**src/rtl/uart_cmd_parser_if.sv**
```systemverilog
// ============================================================================
// Module      : uart_cmd_parser_if
// Description : Single-word bus request/response channel between the command
//               parser and the AXI-Lite master stage.
// Revision    : 1.0 - initial release
// ============================================================================
`default_nettype none

interface uart_cmd_parser_if;
   logic        req_valid;
   logic        req_ready;
   logic        req_write;
   logic [31:0] req_addr;
   logic [31:0] req_wdata;
   logic        rsp_valid;
   logic [31:0] rsp_rdata;
   logic [1:0]  rsp_resp;

   modport master (
      output req_valid, req_write, req_addr, req_wdata,
      input  req_ready, rsp_valid, rsp_rdata, rsp_resp
   );

   modport slave (
      input  req_valid, req_write, req_addr, req_wdata,
      output req_ready, rsp_valid, rsp_rdata, rsp_resp
   );
endinterface

`default_nettype wire

```
**src/rtl/uart_cmd_parser.sv**
```systemverilog
// ============================================================================
// Module      : uart_cmd_parser
// Description : Turns a UART byte stream into single-word bus requests and
//               serializes read data back to the transmitter, LSB first.
// Revision    : 1.0 - initial release
// ============================================================================
`default_nettype none

module uart_cmd_parser #(
   parameter int unsigned TIMEOUT_CYC = 1_000_000
) (
   input  wire logic               clk,
   input  wire logic               rst,
   input  wire logic               rx_valid,
   input  wire logic [7:0]         rx_data,
   input  wire logic               rx_err,
   uart_cmd_parser_if.master       bus,
   output logic                    tx_act,
   output logic [7:0]              tx_data,
   input  wire logic               tx_busy,
   output logic                    busy,
   output logic [1:0]              err_code
);

   localparam int unsigned        CNT_W    = $clog2(TIMEOUT_CYC + 1);
   localparam logic [CNT_W-1:0]   TMO_LAST = CNT_W'(TIMEOUT_CYC - 1);
   localparam logic [1:0]         OP_WRITE = 2'b01;
   localparam logic [1:0]         OP_READ  = 2'b10;
   localparam logic [1:0]         ERR_NONE = 2'd0;
   localparam logic [1:0]         ERR_RX   = 2'd1;
   localparam logic [1:0]         ERR_OVR  = 2'd2;
   localparam logic [1:0]         ERR_RESP = 2'd3;

   typedef enum logic [3:0] {
      S_IDLE  = 4'd0,
      S_ADDR  = 4'd1,
      S_WDATA = 4'd2,
      S_WREQ  = 4'd3,
      S_WRSP  = 4'd4,
      S_RREQ  = 4'd5,
      S_RRSP  = 4'd6,
      S_TXB   = 4'd7,
      S_TXW   = 4'd8
   } state_t;

   state_t            r_state,      w_state;
   logic              r_is_write,   w_is_write;
   logic [5:0]        r_words_left, w_words_left;
   logic [1:0]        r_byte_idx,   w_byte_idx;
   logic [31:0]       r_addr,       w_addr;
   logic [31:0]       r_wshift,     w_wshift;
   logic [31:0]       r_rdata,      w_rdata;
   logic [CNT_W-1:0]  r_tmo_cnt,    w_tmo_cnt;
   logic              r_seen_busy,  w_seen_busy;
   logic              r_req_valid,  w_req_valid;
   logic              r_req_write,  w_req_write;
   logic [31:0]       r_req_addr,   w_req_addr;
   logic [31:0]       r_req_wdata,  w_req_wdata;
   logic              r_tx_act,     w_tx_act;
   logic [7:0]        r_tx_data,    w_tx_data;
   logic              r_busy,       w_busy;
   logic [1:0]        r_err,        w_err;

   logic              w_in_frame;
   logic              w_rx_open;
   logic              w_timeout;
   logic              w_rsp_take;

   assign w_in_frame = (r_state == S_ADDR) || (r_state == S_WDATA);
   assign w_rx_open  = w_in_frame || (r_state == S_IDLE);
   assign w_timeout  = w_in_frame && !rx_valid && (r_tmo_cnt == TMO_LAST);

   always_ff @(posedge clk) begin
      if (rst) begin
         r_state      <= S_IDLE;
         r_is_write   <= 1'b0;
         r_words_left <= '0;
         r_byte_idx   <= '0;
         r_addr       <= '0;
         r_wshift     <= '0;
         r_rdata      <= '0;
         r_tmo_cnt    <= '0;
         r_seen_busy  <= 1'b0;
         r_req_valid  <= 1'b0;
         r_req_write  <= 1'b0;
         r_req_addr   <= '0;
         r_req_wdata  <= '0;
         r_tx_act     <= 1'b0;
         r_tx_data    <= '0;
         r_busy       <= 1'b0;
         r_err        <= ERR_NONE;
      end else begin
         r_state      <= w_state;
         r_is_write   <= w_is_write;
         r_words_left <= w_words_left;
         r_byte_idx   <= w_byte_idx;
         r_addr       <= w_addr;
         r_wshift     <= w_wshift;
         r_rdata      <= w_rdata;
         r_tmo_cnt    <= w_tmo_cnt;
         r_seen_busy  <= w_seen_busy;
         r_req_valid  <= w_req_valid;
         r_req_write  <= w_req_write;
         r_req_addr   <= w_req_addr;
         r_req_wdata  <= w_req_wdata;
         r_tx_act     <= w_tx_act;
         r_tx_data    <= w_tx_data;
         r_busy       <= w_busy;
         r_err        <= w_err;
      end
   end

   always_comb begin
      w_state      = r_state;
      w_is_write   = r_is_write;
      w_words_left = r_words_left;
      w_byte_idx   = r_byte_idx;
      w_addr       = r_addr;
      w_wshift     = r_wshift;
      w_rdata      = r_rdata;
      w_seen_busy  = r_seen_busy;
      w_err        = r_err;
      w_rsp_take   = 1'b0;
      w_tmo_cnt    = (w_in_frame && !rx_valid) ? r_tmo_cnt + CNT_W'(1) : '0;

      case (r_state)
         S_IDLE: begin
            if (rx_valid && (rx_data[7:6] == OP_WRITE || rx_data[7:6] == OP_READ)) begin
               w_is_write   = (rx_data[7:6] == OP_WRITE);
               w_words_left = rx_data[5:0];
               w_byte_idx   = 2'd0;
               w_err        = ERR_NONE;
               w_state      = S_ADDR;
            end
         end
         S_ADDR: begin
            if (rx_err || w_timeout) begin
               w_err   = ERR_RX;
               w_state = S_IDLE;
            end else if (rx_valid) begin
               w_addr     = {rx_data, r_addr[31:8]};
               w_byte_idx = r_byte_idx + 2'd1;
               if (r_byte_idx == 2'd3)
                  w_state = r_is_write ? S_WDATA : S_RREQ;
            end
         end
         S_WDATA: begin
            if (rx_err || w_timeout) begin
               w_err   = ERR_RX;
               w_state = S_IDLE;
            end else if (rx_valid) begin
               w_wshift   = {rx_data, r_wshift[31:8]};
               w_byte_idx = r_byte_idx + 2'd1;
               if (r_byte_idx == 2'd3)
                  w_state = S_WREQ;
            end
         end
         S_WREQ: begin
            if (bus.req_ready) begin
               w_addr     = r_addr + 32'd4;
               w_state    = S_WRSP;
               w_rsp_take = bus.rsp_valid;
            end
         end
         S_WRSP: w_rsp_take = bus.rsp_valid;
         S_RREQ: begin
            if (bus.req_ready) begin
               w_addr     = r_addr + 32'd4;
               w_state    = S_RRSP;
               w_rsp_take = bus.rsp_valid;
            end
         end
         S_RRSP: w_rsp_take = bus.rsp_valid;
         S_TXB: begin
            w_seen_busy = 1'b0;
            w_state     = S_TXW;
         end
         S_TXW: begin
            // A byte is complete only after busy has been seen high and then low
            if (tx_busy) begin
               w_seen_busy = 1'b1;
            end else if (r_seen_busy) begin
               w_byte_idx = r_byte_idx + 2'd1;
               if (r_byte_idx != 2'd3) begin
                  w_state = S_TXB;
               end else if (r_words_left != 6'd0) begin
                  w_words_left = r_words_left - 6'd1;
                  w_state      = S_RREQ;
               end else begin
                  w_state = S_IDLE;
               end
            end
         end
         default: w_state = S_IDLE;
      endcase

      if (rx_valid && !w_rx_open)
         w_err = ERR_OVR;

      if (w_rsp_take) begin
         if (bus.rsp_resp != 2'd0)
            w_err = ERR_RESP;
         if (r_is_write) begin
            if (r_words_left != 6'd0) begin
               w_words_left = r_words_left - 6'd1;
               w_state      = S_WDATA;
            end else begin
               w_state = S_IDLE;
            end
         end else begin
            w_rdata    = bus.rsp_rdata;
            w_byte_idx = 2'd0;
            w_state    = S_TXB;
         end
      end

      // Outputs are computed from the next state so they come straight from flops
      w_req_valid = (w_state == S_WREQ) || (w_state == S_RREQ);
      w_req_write = (w_state == S_WREQ) ? 1'b1 :
                    (w_state == S_RREQ) ? 1'b0 : r_req_write;
      w_req_addr  = w_req_valid ? w_addr : r_req_addr;
      w_req_wdata = (w_state == S_WREQ) ? w_wshift : r_req_wdata;
      w_tx_act    = (w_state == S_TXB);
      w_tx_data   = (w_state == S_TXB) ? w_rdata[{w_byte_idx, 3'b000} +: 8] : r_tx_data;
      w_busy      = (w_state != S_IDLE);
   end

   assign bus.req_valid = r_req_valid;
   assign bus.req_write = r_req_write;
   assign bus.req_addr  = r_req_addr;
   assign bus.req_wdata = r_req_wdata;
   assign tx_act        = r_tx_act;
   assign tx_data       = r_tx_data;
   assign busy          = r_busy;
   assign err_code      = r_err;

endmodule

`default_nettype wire

```
**src/flat_wrapper.sv**
```systemverilog
// flat-port wrapper written by rule: the top's interface ports become plain ports
module uart_cmd_parser_flat 
#(
   parameter int unsigned TIMEOUT_CYC = 1_000_000
)
  (clk, rst, rx_valid, rx_data, rx_err, tx_act, tx_data, tx_busy, busy, err_code, bus_req_valid, bus_req_write, bus_req_addr, bus_req_wdata, bus_req_ready, bus_rsp_valid, bus_rsp_rdata, bus_rsp_resp);
  uart_cmd_parser_if bus_i ();
  input  wire logic clk;
  input  wire logic rst;
  input  wire logic rx_valid;
  input  wire logic [7:0] rx_data;
  input  wire logic rx_err;
  output logic tx_act;
  output logic [7:0] tx_data;
  input  wire logic tx_busy;
  output logic busy;
  output logic [1:0] err_code;
  output wire logic [$bits(bus_i.req_valid)-1:0] bus_req_valid;
  output wire logic [$bits(bus_i.req_write)-1:0] bus_req_write;
  output wire logic [$bits(bus_i.req_addr)-1:0] bus_req_addr;
  output wire logic [$bits(bus_i.req_wdata)-1:0] bus_req_wdata;
  input wire logic [$bits(bus_i.req_ready)-1:0] bus_req_ready;
  input wire logic [$bits(bus_i.rsp_valid)-1:0] bus_rsp_valid;
  input wire logic [$bits(bus_i.rsp_rdata)-1:0] bus_rsp_rdata;
  input wire logic [$bits(bus_i.rsp_resp)-1:0] bus_rsp_resp;
  assign bus_req_valid = bus_i.req_valid;
  assign bus_req_write = bus_i.req_write;
  assign bus_req_addr = bus_i.req_addr;
  assign bus_req_wdata = bus_i.req_wdata;
  assign bus_i.req_ready = bus_req_ready;
  assign bus_i.rsp_valid = bus_rsp_valid;
  assign bus_i.rsp_rdata = bus_rsp_rdata;
  assign bus_i.rsp_resp = bus_rsp_resp;
  uart_cmd_parser #(.TIMEOUT_CYC(TIMEOUT_CYC)) u_core (.clk(clk), .rst(rst), .rx_valid(rx_valid), .rx_data(rx_data), .rx_err(rx_err), .bus(bus_i), .tx_act(tx_act), .tx_data(tx_data), .tx_busy(tx_busy), .busy(busy), .err_code(err_code));
endmodule
```
**config.mk**
```make
export PLATFORM = sky130hd
export DESIGN_NAME = uart_cmd_parser_flat
export DESIGN_NICKNAME = d
export VERILOG_FILES = /design/src/rtl/uart_cmd_parser_if.sv /design/src/rtl/uart_cmd_parser.sv /design/src/flat_wrapper.sv
export SDC_FILE = /design/constraint.sdc
export NUM_CORES = 1
export LEC_CHECK = 0
export ABC_CLOCK_PERIOD_IN_PS = 3100
export CELL_PAD_IN_SITES_DETAIL_PLACEMENT = 0
export CELL_PAD_IN_SITES_GLOBAL_PLACEMENT = 2
export CORE_UTILIZATION = 35
export CTS_BUF_LIST = sky130_fd_sc_hd__clkbuf_8
export DETAILED_ROUTE_END_ITERATION = 16
export PLACE_DENSITY_LB_ADDON = 0.1
export SYNTH_ARGS = -nofsm -noshare
export SYNTH_HDL_FRONTEND = slang
export SYNTH_SLANG_ARGS = --single-unit
```
**constraint.sdc**
```tcl
create_clock -name clk -period 3.1 [get_ports clk]
set_clock_uncertainty 0.1 [all_clocks]
set_input_delay 0.62 -clock clk [delete_from_list [all_inputs] [get_ports clk]]
set_output_delay 0.62 -clock clk [all_outputs]
set_load 0.1 [all_outputs]
```
==> impl_metrics.yaml <==
worst_setup_path:
  path_cells: "inv_1 > ha_1 > or3b_1 > buf_4 > nor3_1 > a221oi_1 > buf_4 > a311oi_4 > o211ai_2 > nor2b_4 > buf_12 > mux2_4"
  crit_fanout: 17
  cpMaxStageDelayCell: "or3b_1"
  cpPeakStageDelay_ns: 0.41
  r2r_slack_ns: 0.24
  cp_common_cell: "buf_4"
  critPathKind: "reg -> reg"
  cp_top_family: "simple AND/OR/NAND/NOR gates"
  start_kind: "flop"
  timing.critical_path.buf_inv: 4
  worst_ep_arrival_time_ns: 3.18
  cp.required_ns: 3.41
  cp-end-kind: "flop"
cells_and_area:
  drive_above_1_share: 0.218
  num-nets-final: 1315
  layout.cells.non_filler: 1617
  final_cell_mix: "dfxtp_1 (208), buf_4 (154), nor2_1 (145)"
  n_antenna_cell: 0
  final_common_cell: "dfxtp_1"
  fin_util: 0.462
  areaGrowthSynthToFinish_pct: 28.2
routing:
  drt-initial-drc-count: 625
  routed_wl_mm: 26.7
  drc: 8
  detail-route-antenna-nets: 0
  dr.pass1.iters: 11
  vias: 8281
  wire_per_inst_um: 16.5
  viasPerCell: 5.12
clocking:
  clk_path_buf_depth: 3
  cts_num_sinks: 208
  cts_root_buf: "clkbuf_8"
  cts_tree: "done"
  clk_latency_ns: 0.53
  cts_made_buffers: 39
  htreeDepth: 2
  path_clk_slew_ns: 0.05
timing:
  hold_viol_final: 0
  fmax_ghz: 0.350
  finalCritPeriodShare: 0.923
  finalSetupViolCount: 0
  maxSlewViolCount: 0
  layout_setup_ws_ns: 0.239
  slew_headroom: 0.563
  tightest_slew_ns: 0.654
  rsz0062_at_grt: "false"
  min_period_ns: 2.86
place:
  dp.cells: 1555
  port_buffers: 126
  pre_cts_ws_ns: -0.168
  place_congestion: 0.864
  dp_hpwl_mm: 18.7
power_and_ir_drop:
  power_frac_seq: 0.483
  p_per_area_mw_per_mm2: 461
  peakVddDrop_uv: 215
  power_uw: 5600
  swShare: 0.240
  power_frac_comb: 0.064
  cellInternalPower_uw: 4250
  p_clk_frac: 0.454
  p_switching_uw: 1350
  power_leakage_uw: 0.00491
grt:
  grt_pass1_wl_mm: 43.7
  grtUsageTotal: 0.194
  grt_pass1_vias: 7966
  antenna_found_initial: 0
  grt_max_degree: 66
  grt_overflow: 0
worst_hold_path:
  hold_path.class: "reg -> reg"
floorplanning:
  die_h_um: 167
  die_width_um: 167
  fp-row-count: 59
  pin_count: 127
  core_area_mm2: 0.0263
  dieArea_mm2: 0.0277
  start_util: 0.361
synthesis:
  synthFlopType: "dfxtp_1"
  yosys_warnings: 0
  synthArstFlopShare: 0
  syn_nets: 1134
  syn_area_mm2: 0.00948
  seq_area_frac_synth: 0.439
  yosysUniqueCellTypes: 75
  yosys_register_bits: 208
  syn_inst: 1080
  synth_area_per_cell_um2: 8.77
  yosys.area.top_type: "dfxtp_1"
  yosys-top-cells-area: "dfxtp_1 (44%), nor2_1 (5.8%), nand2_1 (5.2%), mux2i_1 (4.9%), mux2_4 (4.0%)"
  synth-edff-count: 0
  synth_top_area_frac: 0.439
outcome:
  violations: "DRC"
  status: "finished with violations"
job:
  drv_cap: 0
[timing repair]
item / 4_1_cts / 5_1_grt
setup buffers: 0 / 0
resized for setup: 0 / 1
hold buffers: 0 / 0
endpoints found under the setup margin: 0 / 25
[layer usage]
layer | share of wire | track usage | wire, µm
met1 | 0.49 | 0.273 | 13100
met2 | 0.44 | 0.305 | 11900
met3 | 0.043 | 0.0314 | 1160
met4 | 0.020 | 0.0548 | 535
met5 | 0 | 0 | 0
[per-stage QoR]
| stage | TNS, ns | hold WS [ns] | area (µm²) |
|---|---|---|---|
| finish | 0 | 0.352 | 12100 |
| global route | 0 | 0.373 | 12100 |
| CTS | 0 | 0.356 | 12100 |
| detailed placement | -5.70 | 0.345 | 11400 |
| global placement | -5.19 | 0.341 | 11400 |
| floorplan | 0 | 0.330 | 9480 |
[layout make-up]
type / instances / area (µm²)
Fill cell: 2597 / 14100
Multi-Input combinational cell: 782 / 4940
Sequential cell: 208 / 4160
Timing Repair Buffer: 211 / 1820
Clock buffer: 49 / 674
Tap cell: 335 / 419
Inverter: 19 / 71.3
Clock inverter: 13 / 58.8
[state kept, by name, indices dropped and copies added, names as in the netlist]
register and cells:
u_core.tx_act 1, u_core.bus.req_wdata 32, u_core.r_state 4, u_core.r_rdata 32, u_core.bus.req_write 1, u_core.busy 1
u_core.r_words_left 6, u_core.r_seen_busy 1, u_core.r_is_write 1, u_core.r_tmo_cnt 20, u_core.bus.req_addr 32, u_core.r_wshift 32
u_core.err_code 2, u_core.tx_data 8, u_core.r_addr 32, u_core.r_byte_idx 2, u_core.bus.req_valid 1
[synthesized netlist by cell type (all sizes together), types with 9 or more instances]
master	number
nand2b	9
nand2	131
mux2	39
nand3	26
a22o	9
nor2	146
and3	14
a211oi	36
a22oi	13
nand4	12
inv	19
xnor2	16
xor2	9
nor3	18
clkbuf	51
nor2b	37
mux2i	46
a31oi	15
dfxtp	208
buf	20
a311oi	9
a21oi	67
o21ai	35
[path summary, 6_finish.rpt]
check,startpoint,end,cells past startpoint
worst max-delay path,u_core.r_words_left[0],u_core.bus.req_addr[15],12
worst max register to register,u_core.r_words_left[0],u_core.bus.req_addr[15],12
worst min-delay path,u_core.r_rdata[20],u_core.r_rdata[20],2
worst min register to register,u_core.r_rdata[20],u_core.r_rdata[20],2
[power by group through the flow]
stage	Sequential (µW)	Combinational (µW)	Clock, µW
floorplan	2760	170	0
global placement	2760	359	0
detailed placement	2760	356	0
CTS	2700	358	2640
global route	2700	388	2780
finish	2700	356	2540
[worst register-to-register path: cells and delay by family, from the launching register on]
family / cells / cell delay [ns]
mux: 1 / 0.32
flops: 1 / 0.33
fa+ha+maj: 1 / 0.19
buf+inv: 4 / 0.57
compound gates: 3 / 0.48
simple gates: 3 / 0.77
[kinds of logic (layout without fill, tap and decap cells)]
| logic type | Yosys count | count (layout) | share of synthesized area |
|---|---|---|---|
| adder cells (fa/ha/maj) | 5 | 5 | 0.00660 |
| buffers and inverters | 90 | 292 | 0.0427 |
| AND/OR/NAND/NOR | 431 | 431 | 0.214 |
| multiplexers | 85 | 85 | 0.105 |
| flip-flops | 208 | 208 | 0.439 |
| AO/OA/AOI/OAI | 236 | 236 | 0.170 |
| XOR/XNOR | 25 | 25 | 0.0231 |
Power figures use the tool's default switching activity.
